## src/rtl/matrix_slot_scanner_pkg.sv

```systemverilog
// Shared types and header-field layout for the matrix-storage slot scanner.
package matrix_scan_pkg;

    // Shape filter applied to every usable slot header.
    typedef enum logic [1:0] {
        FILT_ANY   = 2'd0,
        FILT_EXACT = 2'd1,
        FILT_ROWS  = 2'd2,
        FILT_COLS  = 2'd3
    } scan_filter_t;

    typedef enum logic [2:0] {
        ST_IDLE  = 3'd0,
        ST_ISSUE = 3'd1,
        ST_WAIT  = 3'd2,
        ST_CHECK = 3'd3,
        ST_EMIT  = 3'd4,
        ST_NEXT  = 3'd5,
        ST_DONE  = 3'd6
    } scan_state_t;

    // Header word layout (bits [31:0] of the first word of every slot).
    localparam int HDR_ID_MSB    = 31;
    localparam int HDR_ID_LSB    = 24;
    localparam int HDR_ROWS_MSB  = 23;
    localparam int HDR_ROWS_LSB  = 16;
    localparam int HDR_COLS_MSB  = 15;
    localparam int HDR_COLS_LSB  = 8;
    localparam int HDR_VALID_BIT = 0;

    // True when a usable slot's shape satisfies the requested filter.
    function automatic logic filter_pass(input scan_filter_t filt,
                                         input logic [7:0]   rows,
                                         input logic [7:0]   cols,
                                         input logic [7:0]   want_rows,
                                         input logic [7:0]   want_cols);
        logic pass;
        pass = 1'b0;
        case (filt)
            FILT_ANY:   pass = 1'b1;
            FILT_EXACT: pass = (rows == want_rows) && (cols == want_cols);
            FILT_ROWS:  pass = (rows == want_rows);
            FILT_COLS:  pass = (cols == want_cols);
            default:    pass = 1'b0;
        endcase
        return pass;
    endfunction

endpackage

```

## src/rtl/matrix_slot_scanner_header_decode.sv

```systemverilog
// Combinational slot-header decoder: splits the header word into fields,
// decides whether the slot holds a usable matrix, and applies the shape filter.
module matrix_header_decode
    import matrix_scan_pkg::*;
(
    input  logic [31:0]  hdr_word,
    input  logic [7:0]   slot_idx,
    input  scan_filter_t filter,
    input  logic [7:0]   want_rows,
    input  logic [7:0]   want_cols,
    output logic [7:0]   hdr_id,
    output logic [7:0]   hdr_rows,
    output logic [7:0]   hdr_cols,
    output logic         usable,
    output logic         hit,
    output logic         id_mismatch
);

    logic hdr_valid;
    logic unused_hdr_bits;

    // Reserved header bits carry no meaning for the scan.
    assign unused_hdr_bits = ^hdr_word[HDR_COLS_LSB-1:HDR_VALID_BIT+1];

    // Field split, usability test and filter match.
    always_comb begin
        hdr_id      = hdr_word[HDR_ID_MSB:HDR_ID_LSB];
        hdr_rows    = hdr_word[HDR_ROWS_MSB:HDR_ROWS_LSB];
        hdr_cols    = hdr_word[HDR_COLS_MSB:HDR_COLS_LSB];
        hdr_valid   = hdr_word[HDR_VALID_BIT];
        id_mismatch = hdr_valid && (hdr_id != slot_idx);
        usable      = hdr_valid && (hdr_id == slot_idx) &&
                      (hdr_rows != 8'd0) && (hdr_cols != 8'd0);
        hit         = usable &&
                      filter_pass(filter, hdr_rows, hdr_cols, want_rows, want_cols);
    end

endmodule

```

## src/rtl/matrix_slot_scanner.sv

```systemverilog
// Matrix slot scanner: walks slot headers in BRAM, filters them by shape and
// streams every hit over a valid/ready port, keeping a hit mask and count.
module matrix_slot_scanner
    import matrix_scan_pkg::*;
#(
    parameter int BLOCK_SIZE   = 1152,
    parameter int DATA_WIDTH   = 32,
    parameter int ADDR_WIDTH   = 14,
    parameter int NUM_SLOTS    = 8,
    parameter int FIRST_SLOT   = 1,
    parameter int READ_LATENCY = 1
) (
    input  logic                             clk,
    input  logic                             rst_n,
    input  logic                             start,
    input  logic                             abort,
    input  logic [1:0]                       filter_mode,
    input  logic [7:0]                       want_rows,
    input  logic [7:0]                       want_cols,
    output logic [ADDR_WIDTH-1:0]            bram_rd_addr,
    input  logic [DATA_WIDTH-1:0]            bram_rd_data,
    output logic                             match_valid,
    input  logic                             match_ready,
    output logic [7:0]                       match_id,
    output logic [7:0]                       match_rows,
    output logic [7:0]                       match_cols,
    output logic [NUM_SLOTS-1:0]             match_mask,
    output logic [$clog2(NUM_SLOTS+1)-1:0]   match_count,
    output logic                             busy,
    output logic                             done,
    output logic                             hdr_error
);

    localparam int SLOT_W = (NUM_SLOTS > 1) ? $clog2(NUM_SLOTS) : 1;
    localparam int CNT_W  = $clog2(NUM_SLOTS + 1);
    localparam int LAT_W  = (READ_LATENCY > 1) ? $clog2(READ_LATENCY) : 1;

    localparam logic [ADDR_WIDTH-1:0] FIRST_ADDR = ADDR_WIDTH'(FIRST_SLOT * BLOCK_SIZE);
    localparam logic [ADDR_WIDTH-1:0] BLOCK_STEP = ADDR_WIDTH'(BLOCK_SIZE);
    localparam logic [SLOT_W-1:0]     FIRST_IDX  = SLOT_W'(FIRST_SLOT);
    localparam logic [SLOT_W-1:0]     LAST_SLOT  = SLOT_W'(NUM_SLOTS - 1);
    localparam logic [LAT_W-1:0]      LAT_LAST   = LAT_W'(READ_LATENCY - 1);
    localparam bit                    EMPTY_SCAN = (FIRST_SLOT >= NUM_SLOTS);

    scan_state_t             state;
    scan_state_t             next_state;
    logic [SLOT_W-1:0]       slot;
    logic [ADDR_WIDTH-1:0]   addr_acc;
    logic [LAT_W-1:0]        lat_cnt;
    scan_filter_t            filt_q;
    logic [7:0]              want_rows_q;
    logic [7:0]              want_cols_q;
    logic                    scan_start;

    logic [7:0]              dec_id;
    logic [7:0]              dec_rows;
    logic [7:0]              dec_cols;
    logic                    dec_usable;
    logic                    dec_hit;
    logic                    dec_id_mismatch;
    logic                    unused_dec;

    assign scan_start = (state == ST_IDLE) && start && !abort;
    assign unused_dec = dec_usable;

    matrix_header_decode u_decode (
        .hdr_word    (bram_rd_data[31:0]),
        .slot_idx    (8'(slot)),
        .filter      (filt_q),
        .want_rows   (want_rows_q),
        .want_cols   (want_cols_q),
        .hdr_id      (dec_id),
        .hdr_rows    (dec_rows),
        .hdr_cols    (dec_cols),
        .usable      (dec_usable),
        .hit         (dec_hit),
        .id_mismatch (dec_id_mismatch)
    );

    // State register.
    always_ff @(posedge clk or negedge rst_n) begin
        if (!rst_n) begin
            state <= ST_IDLE;
        end else begin
            state <= next_state;
        end
    end

    // Next-state logic and state-decoded outputs; abort overrides every transition.
    always_comb begin
        next_state  = state;
        match_valid = 1'b0;
        busy        = 1'b0;
        done        = 1'b0;
        case (state)
            ST_IDLE: begin
                if (start && !abort) begin
                    next_state = EMPTY_SCAN ? ST_DONE : ST_ISSUE;
                end
            end
            ST_ISSUE: begin
                busy       = 1'b1;
                next_state = ST_WAIT;
            end
            ST_WAIT: begin
                busy = 1'b1;
                if (lat_cnt == LAT_LAST) begin
                    next_state = ST_CHECK;
                end
            end
            ST_CHECK: begin
                busy       = 1'b1;
                next_state = dec_hit ? ST_EMIT : ST_NEXT;
            end
            ST_EMIT: begin
                busy        = 1'b1;
                match_valid = 1'b1;
                if (match_ready) begin
                    next_state = ST_NEXT;
                end
            end
            ST_NEXT: begin
                busy       = 1'b1;
                next_state = (slot == LAST_SLOT) ? ST_DONE : ST_ISSUE;
            end
            ST_DONE: begin
                done       = 1'b1;
                next_state = ST_IDLE;
            end
            default: next_state = ST_IDLE;
        endcase
        if (abort && (state != ST_IDLE)) begin
            next_state = ST_IDLE;
        end
    end

    // Scan request latch: filter and wanted shape are captured when a scan is accepted.
    always_ff @(posedge clk) begin
        if (scan_start) begin
            filt_q      <= scan_filter_t'(filter_mode);
            want_rows_q <= want_rows;
            want_cols_q <= want_cols;
        end
    end

    // Scan datapath: slot/address walk, read-latency count, hit bookkeeping.
    always_ff @(posedge clk or negedge rst_n) begin
        if (!rst_n) begin
            slot         <= '0;
            addr_acc     <= '0;
            lat_cnt      <= '0;
            bram_rd_addr <= '0;
            match_id     <= '0;
            match_rows   <= '0;
            match_cols   <= '0;
            match_mask   <= '0;
            match_count  <= '0;
            hdr_error    <= 1'b0;
        end else if (scan_start) begin
            slot        <= FIRST_IDX;
            addr_acc    <= FIRST_ADDR;
            match_mask  <= '0;
            match_count <= '0;
            hdr_error   <= 1'b0;
        end else if (!abort) begin
            case (state)
                ST_ISSUE: begin
                    bram_rd_addr <= addr_acc;
                    lat_cnt      <= '0;
                end
                ST_WAIT: begin
                    if (lat_cnt != LAT_LAST) begin
                        lat_cnt <= lat_cnt + LAT_W'(1);
                    end
                end
                ST_CHECK: begin
                    if (dec_id_mismatch) begin
                        hdr_error <= 1'b1;
                    end
                    if (dec_hit) begin
                        match_mask  <= match_mask | (NUM_SLOTS'(1) << slot);
                        match_count <= match_count + CNT_W'(1);
                        match_id    <= dec_id;
                        match_rows  <= dec_rows;
                        match_cols  <= dec_cols;
                    end
                end
                ST_NEXT: begin
                    if (slot != LAST_SLOT) begin
                        slot     <= slot + SLOT_W'(1);
                        addr_acc <= addr_acc + BLOCK_STEP;
                    end
                end
                default: ;
            endcase
        end
    end

endmodule

```

## config.mk

```make
export PLATFORM = sky130hd
export DESIGN_NAME = matrix_slot_scanner
export DESIGN_NICKNAME = d
export VERILOG_FILES = /design/src/rtl/matrix_slot_scanner_pkg.sv /design/src/rtl/matrix_slot_scanner_header_decode.sv /design/src/rtl/matrix_slot_scanner.sv
export SDC_FILE = /design/constraint.sdc
export NUM_CORES = 1
export LEC_CHECK = 0
export BUFFER_PORTS_ARGS = -buffer_cell sky130_fd_sc_hd__buf_2
export CORE_AREA = 2 2 103 105
export DETAILED_ROUTE_END_ITERATION = 10
export DIE_AREA = 0 0 105 107
export PLACE_DENSITY = 0.67
export SYNTH_ARGS = -nofsm -noshare
export SYNTH_HDL_FRONTEND = slang
export SYNTH_SLANG_ARGS = --single-unit
```

## constraint.sdc

```tcl
create_clock -name clk -period 2.2 [get_ports clk]
set_input_delay 0.33 -clock clk [delete_from_list [all_inputs] [get_ports clk]]
set_output_delay 0.33 -clock clk [all_outputs]
set_load 0.01 [all_outputs]
```

==> impl_metrics.tcl, run 1 <==
set metrics [dict create \
    root_buffer "clkbuf_8" \
    hp-class "in2async" \
    wl_met2_um 3550 \
    synth_top_cell_by_area "dfrtp_1" \
    slew_viol_final 0 \
    dr.pass1.iters 4 \
    start_kind "register" \
    worst_r2r_endpoint "addr_acc[13]" \
    cp.arrival_ns 2.29 \
    netlist_area_um2 3450 \
    cts_buffers 9 \
    drtIter0Drc 74 \
    final_area_um2 4430 \
    internal-power_mw 2.38 \
    crit_start "slot[0]" \
    grt_antenna_before_repair 0 \
    required_ns 2.43 \
    place_area_um2 4170 \
    ys_top_cells_by_area "dfrtp_1 (41%), edfxtp_1 (16%), mux2_4 (5.7%)" \
    cts-resized-gates 0 \
    synth-seq-cells 75 \
    placed_cells 503 \
    top_layer "met4" \
    seqPwrFrac_pct 49.1 \
    drv_cap 0 \
    post_cts_buffers 0 \
    crit_type "reg2reg" \
    status "finished, violations left" \
    clock_latency_ns 0.34 \
    final-hold-violation-count 2 \
    fin_crit_ns 2.06 \
    wl_per_cell_um 14.4 \
    layout_setup_ws_ns 0.145 \
    synth_top_cells_by_count "dfrtp_1 (57), xor2_1 (19), edfxtp_1 (18)" \
    dp_slack_ns -0.0330 \
    p_per_area_nw_per_um2 712 \
    worstSetupEndpoint "addr_acc[13]" \
    slew_headroom_pct 58.1 \
    cts_tree "yes" \
    ir_drop_uv 350 \
    fill_cells 993 \
    dr_wl_met3_um 419 \
    clock_path_buffers 2 \
    drtAntennaViolNets 0 \
    insertedDiodeCount 0 \
    dieArea_um2 11200 \
    cts_hold_buf 0 \
    violations "negative hold slack" \
    rows 37 \
    pwr-share-comb_pct 12.7 \
    stdcell_count 519 \
    dieHeight_um 107 \
    multi_input_comb_area_um2 1410 \
    r2r_slack_ns 0.14 \
    ys_types 49 \
    register_area_um2 1970 \
    cts.reportedPaths.clkPinSlew_ns 0.08 \
    layout-drive-gt1-share_pct 42.0 \
    syn_avg_cell_area_um2 13.0 \
    drc_errors 0 \
    clkPwrFrac_pct 38.2 \
    setup_viol 0 \
    cp_max_fo 4 \
    min_period_over_period_pct 93.4 \
    power_switching_uw 769 \
    synthToLayoutAreaGrowth_pct 28.4 \
    overflow 0 \
    grt_pass1_vias 2439 \
    clock.fmax_ghz 0.487 \
    r2r-start "slot[0]" \
    tightestPinTransition_ns 0.629 \
    vias 2414 \
    grt.total_usage_pct 13.6 \
    fin_tns_setup_ns 0 \
    synthCells 265 \
    utilization_pct 43.9 \
    fin_hold_ws_ns -0.00262 \
    drt-total-wl_um 7490 \
    rr_worst_depth 8 \
    ys.flop_type "dfrtp_1" \
    design.core.area_um2 10100 \
    cts_max_level 3 \
    grt_pass1_wl_um 12100 \
    power_mw 3.15 \
    synth.most_common_cell "dfrtp_1" \
    netSwitchingFraction_pct 24.4 \
    synth.top_cell.area_share_pct 41.3 \
    nNetsFinal 442 \
    p_leak_nw 2.22 \
    grt_max_degree 34 \
    critPathCaptureType "register" \
    ys_warn_count 0 \
    initial_core_util_pct 34.2 \
    synth_edf_count 18 \
    dpl.hpwl_um 5590 \
    clock_sinks 75 \
    port_buffers 94 \
    place_congestion 0.768 \
    skew_ns 0.00819 \
    ys_async_sr_fraction_pct 76.0 \
    viasPerCell 4.65 \
    met1_length_um 3440 \
    synth-seq-area-share_pct 57.0 \
    pin_count 109 \
    die_w_um 105 \
]
-- worst min path at each step --
stage,end,slack [ns]
finish,match_id[5],-0.003
detailed placement,match_id[5],0.38
global route,match_id[5],0.02
floorplan,addr_acc[10],0.03
CTS,match_cols[6],0.005
global placement,match_id[5],0.37
-- per-layer routing --
| metal | vias to the layer above | global-route usage [%] |
|---|---|---|
| li1 | 1162 | - |
| met1 | 1171 | 17.4 |
| met2 | 74 | 22.6 |
| met3 | 7 | 4.44 |
| met4 | 0 | 3.24 |
| met5 | - | 0 |
-- sequential cells by signal, indices dropped and copies added (netlist names) --
signal / count
match_cols: 8
addr_acc: 7
match_rows: 8
match_count: 4
filt_q: 2
bram_rd_addr: 7
want_cols_q: 8
slot: 3
hdr_error: 1
match_id: 8
state: 3
want_rows_q: 8
match_mask: 8
-- cell usage in the layout, fill, tap and decap left out, types with 2 or more instances in the layout --
cell	n
a21oi_1	11
a22o_1	2
a31oi_1	4
a41oi_1	3
and2_1	6
buf_12	3
buf_2	94
buf_4	12
bufinv_16	2
clkbuf_1	3
clkbuf_8	9
conb_1	7
dfrtp_1	57
edfxtp_1	18
ha_1	9
inv_1	7
mux2_2	13
mux2_4	13
mux2i_1	2
nand2_1	12
nand2b_1	4
nand3_1	4
nand4_1	3
nand4b_1	2
nor2_1	17
nor3_1	6
nor4_1	4
nor4_2	5
o21ai_0	3
xnor2_1	6
xor2_1	19
-- final cells by class --
cell class	instances	share of cell area, %
flip-flops and latches	75	44.4
inverters	8	0.678
clock buffers	13	3.61
repair buffers	109	14.0
multi-input cells	175	31.9
clock inverters	3	1.55
well taps	136	3.84
-- power by group through the flow --
stage | logic, mW | clock network [mW] | registers [mW]
after global placement | 0.386 | 0 | 1.57
after global routing | 0.447 | 1.31 | 1.56
after CTS | 0.400 | 1.25 | 1.55
final | 0.400 | 1.21 | 1.55
after detailed placement | 0.397 | 0 | 1.58
after floorplan | 0.209 | 0 | 1.59
-- worst max-delay path: stages, from the launching register on --
cell      delay [ns]
dfrtp_1         0.38
ha_1            0.22
ha_1            0.22
nand2b_1        0.20
or3_1           0.38
nor2_1          0.23
nand3_1         0.12
xor2_1          0.15
nor2_1          0.05
-- kinds of logic after synthesis --
group,count (synthesis),share of synthesized area (%)
compound gates,31,5.84
xor+xnor,25,6.35
fa+ha+maj,9,3.26
buf+inv,21,3.48
flops,75,57.0
mux,28,10.5
other cells,1,0.109
simple gates,75,13.5
No activity file was read; power rests on OpenSTA's default activity.
==> inputs of run 2 (changes only) <==
Settings changed: CTS_BUF_LIST set to sky130_fd_sc_hd__clkbuf_16.
==> impl_metrics.tcl, run 2 (same netlist as run 1, synthesis figures left out) <==
set metrics [dict create \
    status "completed" \
    final-hold-violation-count 0 \
    pin_count 109 \
    slew_viol_final 0 \
    initial_core_util_pct 34.2 \
    fin_crit_ns 2.06 \
    cts_buffers 9 \
    layout-drive-gt1-share_pct 42.0 \
    drt-total-wl_um 7470 \
    ir_drop_uv 346 \
    drtIter0Drc 87 \
    worst_r2r_endpoint "addr_acc[13]" \
    cp_max_fo 4 \
    min_period_over_period_pct 93.5 \
    required_ns 2.41 \
    root_buffer "clkbuf_16" \
    r2r_slack_ns 0.14 \
    port_buffers 94 \
    final_area_um2 4530 \
    register_area_um2 1970 \
    start_kind "register" \
    fill_cells 980 \
    place_area_um2 4170 \
    tightestPinTransition_ns 0.619 \
    rr_worst_depth 8 \
    viasPerCell 4.70 \
    drc_errors 0 \
    slew_headroom_pct 58.7 \
    wl_per_cell_um 14.4 \
    critPathCaptureType "register" \
    dieArea_um2 11200 \
    setup_viol 0 \
    hp-class "in2async" \
    grt_antenna_before_repair 0 \
    clock_latency_ns 0.32 \
    rows 37 \
    skew_ns 0.00657 \
    utilization_pct 44.9 \
    r2r-start "slot[0]" \
    cp.arrival_ns 2.27 \
    synthToLayoutAreaGrowth_pct 31.4 \
    dieHeight_um 107 \
    dr.pass1.iters 4 \
    clock_path_buffers 2 \
    multi_input_comb_area_um2 1410 \
    place_congestion 0.768 \
    vias 2441 \
    worstSetupEndpoint "addr_acc[13]" \
    drtAntennaViolNets 0 \
    grt_max_degree 34 \
    crit_start "slot[0]" \
    power_mw 3.54 \
    design.core.area_um2 10100 \
    layout_common_cells "buf_2 (94), dfrtp_1 (57), xor2_1 (19)" \
    clock.fmax_ghz 0.486 \
    cts.reportedPaths.clkPinSlew_ns 0.06 \
    cts_tree "yes" \
    grt.total_usage_pct 13.7 \
    fin_tns_setup_ns 0 \
    drv_cap 0 \
    overflow 0 \
    insertedDiodeCount 0 \
    nNetsFinal 442 \
    cts_max_level 3 \
    dpl.hpwl_um 5590 \
    p_leak_nw 2.28 \
    grt_pass1_vias 2456 \
    grt_pass1_wl_um 12100 \
    crit_type "reg2reg" \
    post_cts_buffers 0 \
    die_w_um 105 \
    p_per_area_nw_per_um2 781 \
    clock_sinks 75 \
    final_common_cell "buf_2" \
]
## run 2: final cells by class
type / count / share of cell area (%)
clock buffers: 10 / 5.52
well taps: 136 / 3.75
multi-input cells: 175 / 31.2
repair buffers: 109 / 13.7
inverters: 8 / 0.663
flip-flops and latches: 75 / 43.4
clock inverters: 6 / 1.77
## run 2: critical path, cell delays in order (launching register included)
cell	delay, ns
dfrtp_1	0.38
ha_1	0.22
ha_1	0.22
nand2b_1	0.20
or3_1	0.38
nor2_1	0.23
nand3_1	0.12
xor2_1	0.14
nor2_1	0.05
## run 2: metal layers
metal	GRT usage, %	up-vias	wire length (um)
met2	22.5	85	3520
met1	17.6	1180	3390
met3	3.89	9	477
met4	4.10	0	84
li1	-	1167	-
met5	0	-	0
## run 2: timing repair
item                                    4_1_cts  5_1_grt
endpoints found under the setup margin        0        3
hold buffers                                  0        0
resized for setup                             0        5
## run 2: how the worst min path moves through the flow
| stage | slack, ns | depth (start not counted) | end | start |
|---|---|---|---|---|
| 2_1_floorplan | 0.03 | 0 | addr_acc[10] | rst_n |
| 3_3_place_gp | 0.37 | 1 | match_id[5] | rst_n |
| 3_5_place_dp | 0.38 | 1 | match_id[5] | rst_n |
| 4_1_cts | 0.04 | 1 | match_id[5] | rst_n |
| 5_1_grt | 0.06 | 1 | match_id[5] | rst_n |
| 6_report | 0.02 | 1 | match_id[5] | rst_n |
## run 2: power breakdown
part           switching (mW)  internal (mW)
Combinational           0.227          0.173
Clock                   0.537           1.05
Sequential             0.0489           1.50
Total                   0.812           2.73
## run 2: through the flow
stage          setup slack (ns)  hold WS, ns  cells
2_1_floorplan             0.151       0.0344    271
5_1_grt                 -0.0104       0.0567    519
6_report                  0.143       0.0188    519
3_5_place_dp            -0.0330        0.383    503
3_3_place_gp            0.00301        0.369    503
4_1_cts                   0.102       0.0387    519
==> inputs of run 3 (changes only) <==
Settings changed: ABC_AREA set to 1, CORE_AREA 2 2 103 105 to 2 2 105 107, DIE_AREA 0 0 105 107 to 0 0 107 109.
==> impl_metrics.tcl, run 3 <==
set metrics [dict create \
    status "completed" \
    nNetsFinal 550 \
    ys_top_cells_by_area "dfrtp_1 (40%), edfxtp_1 (15%), nand2_1 (10%)" \
    clock_path_buffers 2 \
    synth-seq-area-share_pct 54.6 \
    drv_cap 0 \
    pwr-share-comb_pct 18.8 \
    crit_type "reg2reg" \
    cts_max_level 3 \
    vias 2795 \
    cts_tree "yes" \
    drt-total-wl_um 7790 \
    dieArea_um2 11700 \
    grt_antenna_before_repair 0 \
    grt_max_degree 28 \
    slew_viol_final 0 \
    overflow 0 \
    hold_depth 1 \
    rr_worst_depth 11 \
    use_met2_pct 24.1 \
    grt_pass1_vias 2731 \
    cts.reportedPaths.clkPinSlew_ns 0.06 \
    grt_pass1_wl_um 12800 \
    port_buffers 94 \
    layout-drive-gt1-share_pct 32.6 \
    place_congestion 0.791 \
    syn_avg_cell_area_um2 9.47 \
    drtAntennaViolNets 0 \
    viasPerCell 4.43 \
    rows 38 \
    synth_top_cells_by_count "nand2_1 (96), dfrtp_1 (57), inv_1 (44)" \
    cts_buffers 9 \
    power_mw 3.88 \
    hp-class "in2reg" \
    ys.flop_type "dfrtp_1" \
    pin_count 109 \
    setup_viol 0 \
    p_leak_nw 2.35 \
    ys_async_sr_fraction_pct 76.0 \
    final-hold-violation-count 0 \
    clkPwrFrac_pct 37.2 \
    ys_warn_count 0 \
    layout_common_cells "nand2_1 (96), buf_2 (94), dfrtp_1 (57)" \
    clock.fmax_ghz 0.504 \
    synth_edf_count 18 \
    design.core.area_um2 10600 \
    ir_drop_uv 416 \
    dieHeight_um 109 \
    die_w_um 107 \
    dr.pass1.iters 4 \
    layout_setup_ws_ns 0.216 \
    clock_sinks 75 \
    cp_max_fo 19 \
    drc_errors 0 \
    seqPwrFrac_pct 44.0 \
    dpl.hpwl_um 6000 \
    min_period_over_period_pct 90.2 \
    clock_latency_ns 0.33 \
    drtIter0Drc 79 \
    cp.arrival_ns 2.20 \
    synthCells 380 \
    skew_ns 0.00668 \
    synth_top_cell_by_area "dfrtp_1" \
    start_kind "register" \
    initial_core_util_pct 34.0 \
    netlist_area_um2 3600 \
    wl_per_cell_um 12.4 \
    p_per_area_nw_per_um2 859 \
    power_switching_mw 1.12 \
    root_buffer "clkbuf_16" \
    final_common_cell "nand2_1" \
    synthToLayoutAreaGrowth_pct 25.5 \
    met3_usage_pct 4.12 \
    required_ns 2.42 \
    dp_slack_ns 0.181 \
    netSwitchingFraction_pct 28.8 \
    internal-power_mw 2.76 \
    fin_crit_ns 1.98 \
    insertedDiodeCount 0 \
    grt_use_met1_pct 17.3 \
    synth.top_cell.area_share_pct 39.6 \
    fill_cells 1056 \
    critPathCaptureType "register" \
    synth-seq-cells 75 \
    ys_types 35 \
    grt.total_usage_pct 14.3 \
    synth.most_common_cell "nand2_1" \
    gr-max-usage-layer "met2" \
]
run 3: final cells by class:
class | instances | area [um2] | area share, %
flip-flops and latches | 75 | 1970 | 43.5
multi-input cells | 247 | 1350 | 29.8
repair buffers | 104 | 548 | 12.1
clock buffers | 9 | 225 | 4.98
inverters | 49 | 186 | 4.13
well taps | 140 | 175 | 3.88
clock inverters | 7 | 70.1 | 1.55
run 3: cell families (layout without fill, tap and decap cells):
logic type	after synthesis	count (layout)	share of synthesized area, %
AOI/OAI and AO/OA	46	46	8.79
xor gates and xnor gates	15	15	3.65
adders and majority gates	9	9	3.13
buffers and inverters	64	169	8.83
DFF	75	75	54.6
muxes	1	1	0.313
other	1	7	0.104
and+or+nand+nor	169	169	20.5
run 3: critical path, stage by stage (launching register included):
cell and delay, ns:
dfrtp_1 0.45, inv_2 0.14, nand2_1 0.07, a21oi_2 0.13, nand3_2 0.12, nor2_2 0.16, nand2_2 0.08, nor2_4 0.18
nand2_8 0.15, buf_4 0.24, nand2_1 0.09, o21ai_2 0.05
run 3: routing by layer:
| metal | vias up | part of all wire (%) |
|---|---|---|
| li1 | 1407 | - |
| met4 | 0 | 1.4 |
| met1 | 1293 | 44 |
| met2 | 85 | 47 |
| met3 | 10 | 6.9 |
| met5 | - | 0 |
run 3: path summary, 6_finish.rpt:
kind                                   from                to  slack (ns)
max                                 slot[2]     match_rows[6]        0.22
max in group asynchronous             rst_n          state[1]        0.98
min                            want_rows[6]    want_rows_q[6]        0.17
min in group asynchronous             rst_n     match_rows[5]        0.49
min reg2reg                bram_rd_addr[10]  bram_rd_addr[10]        0.48
max reg2reg                         slot[2]     match_rows[6]        0.22
run 3: timing repair:
item,in CTS,in global routing
resized for setup,0,1
buffers inserted,0,0
endpoints found under the hold margin,18,0
hold buffers,1,0
setup endpoints to repair,0,9
run 3: metrics by stage:
step,utilization [%],instance area [um2],setup TNS [ns],std cells,hold WS (ns)
after floorplan,-,3620,0,386,0.0344
after global placement,39.7,4200,0,614,0.303
after detailed placement,39.7,4200,0,614,0.304
after CTS,42.5,4510,0,631,0.163
after global routing,42.6,4520,-0.000967,631,0.157
final,42.6,4520,0,631,0.171
run 3: power by group through the flow:
stage	clock, mW	combinational [mW]	sequential [mW]
after floorplan	0	0.442	1.75
after global placement	0	0.717	1.72
after detailed placement	0	0.736	1.73
after CTS	1.48	0.740	1.71
after global routing	1.54	0.840	1.73
final	1.44	0.730	1.71
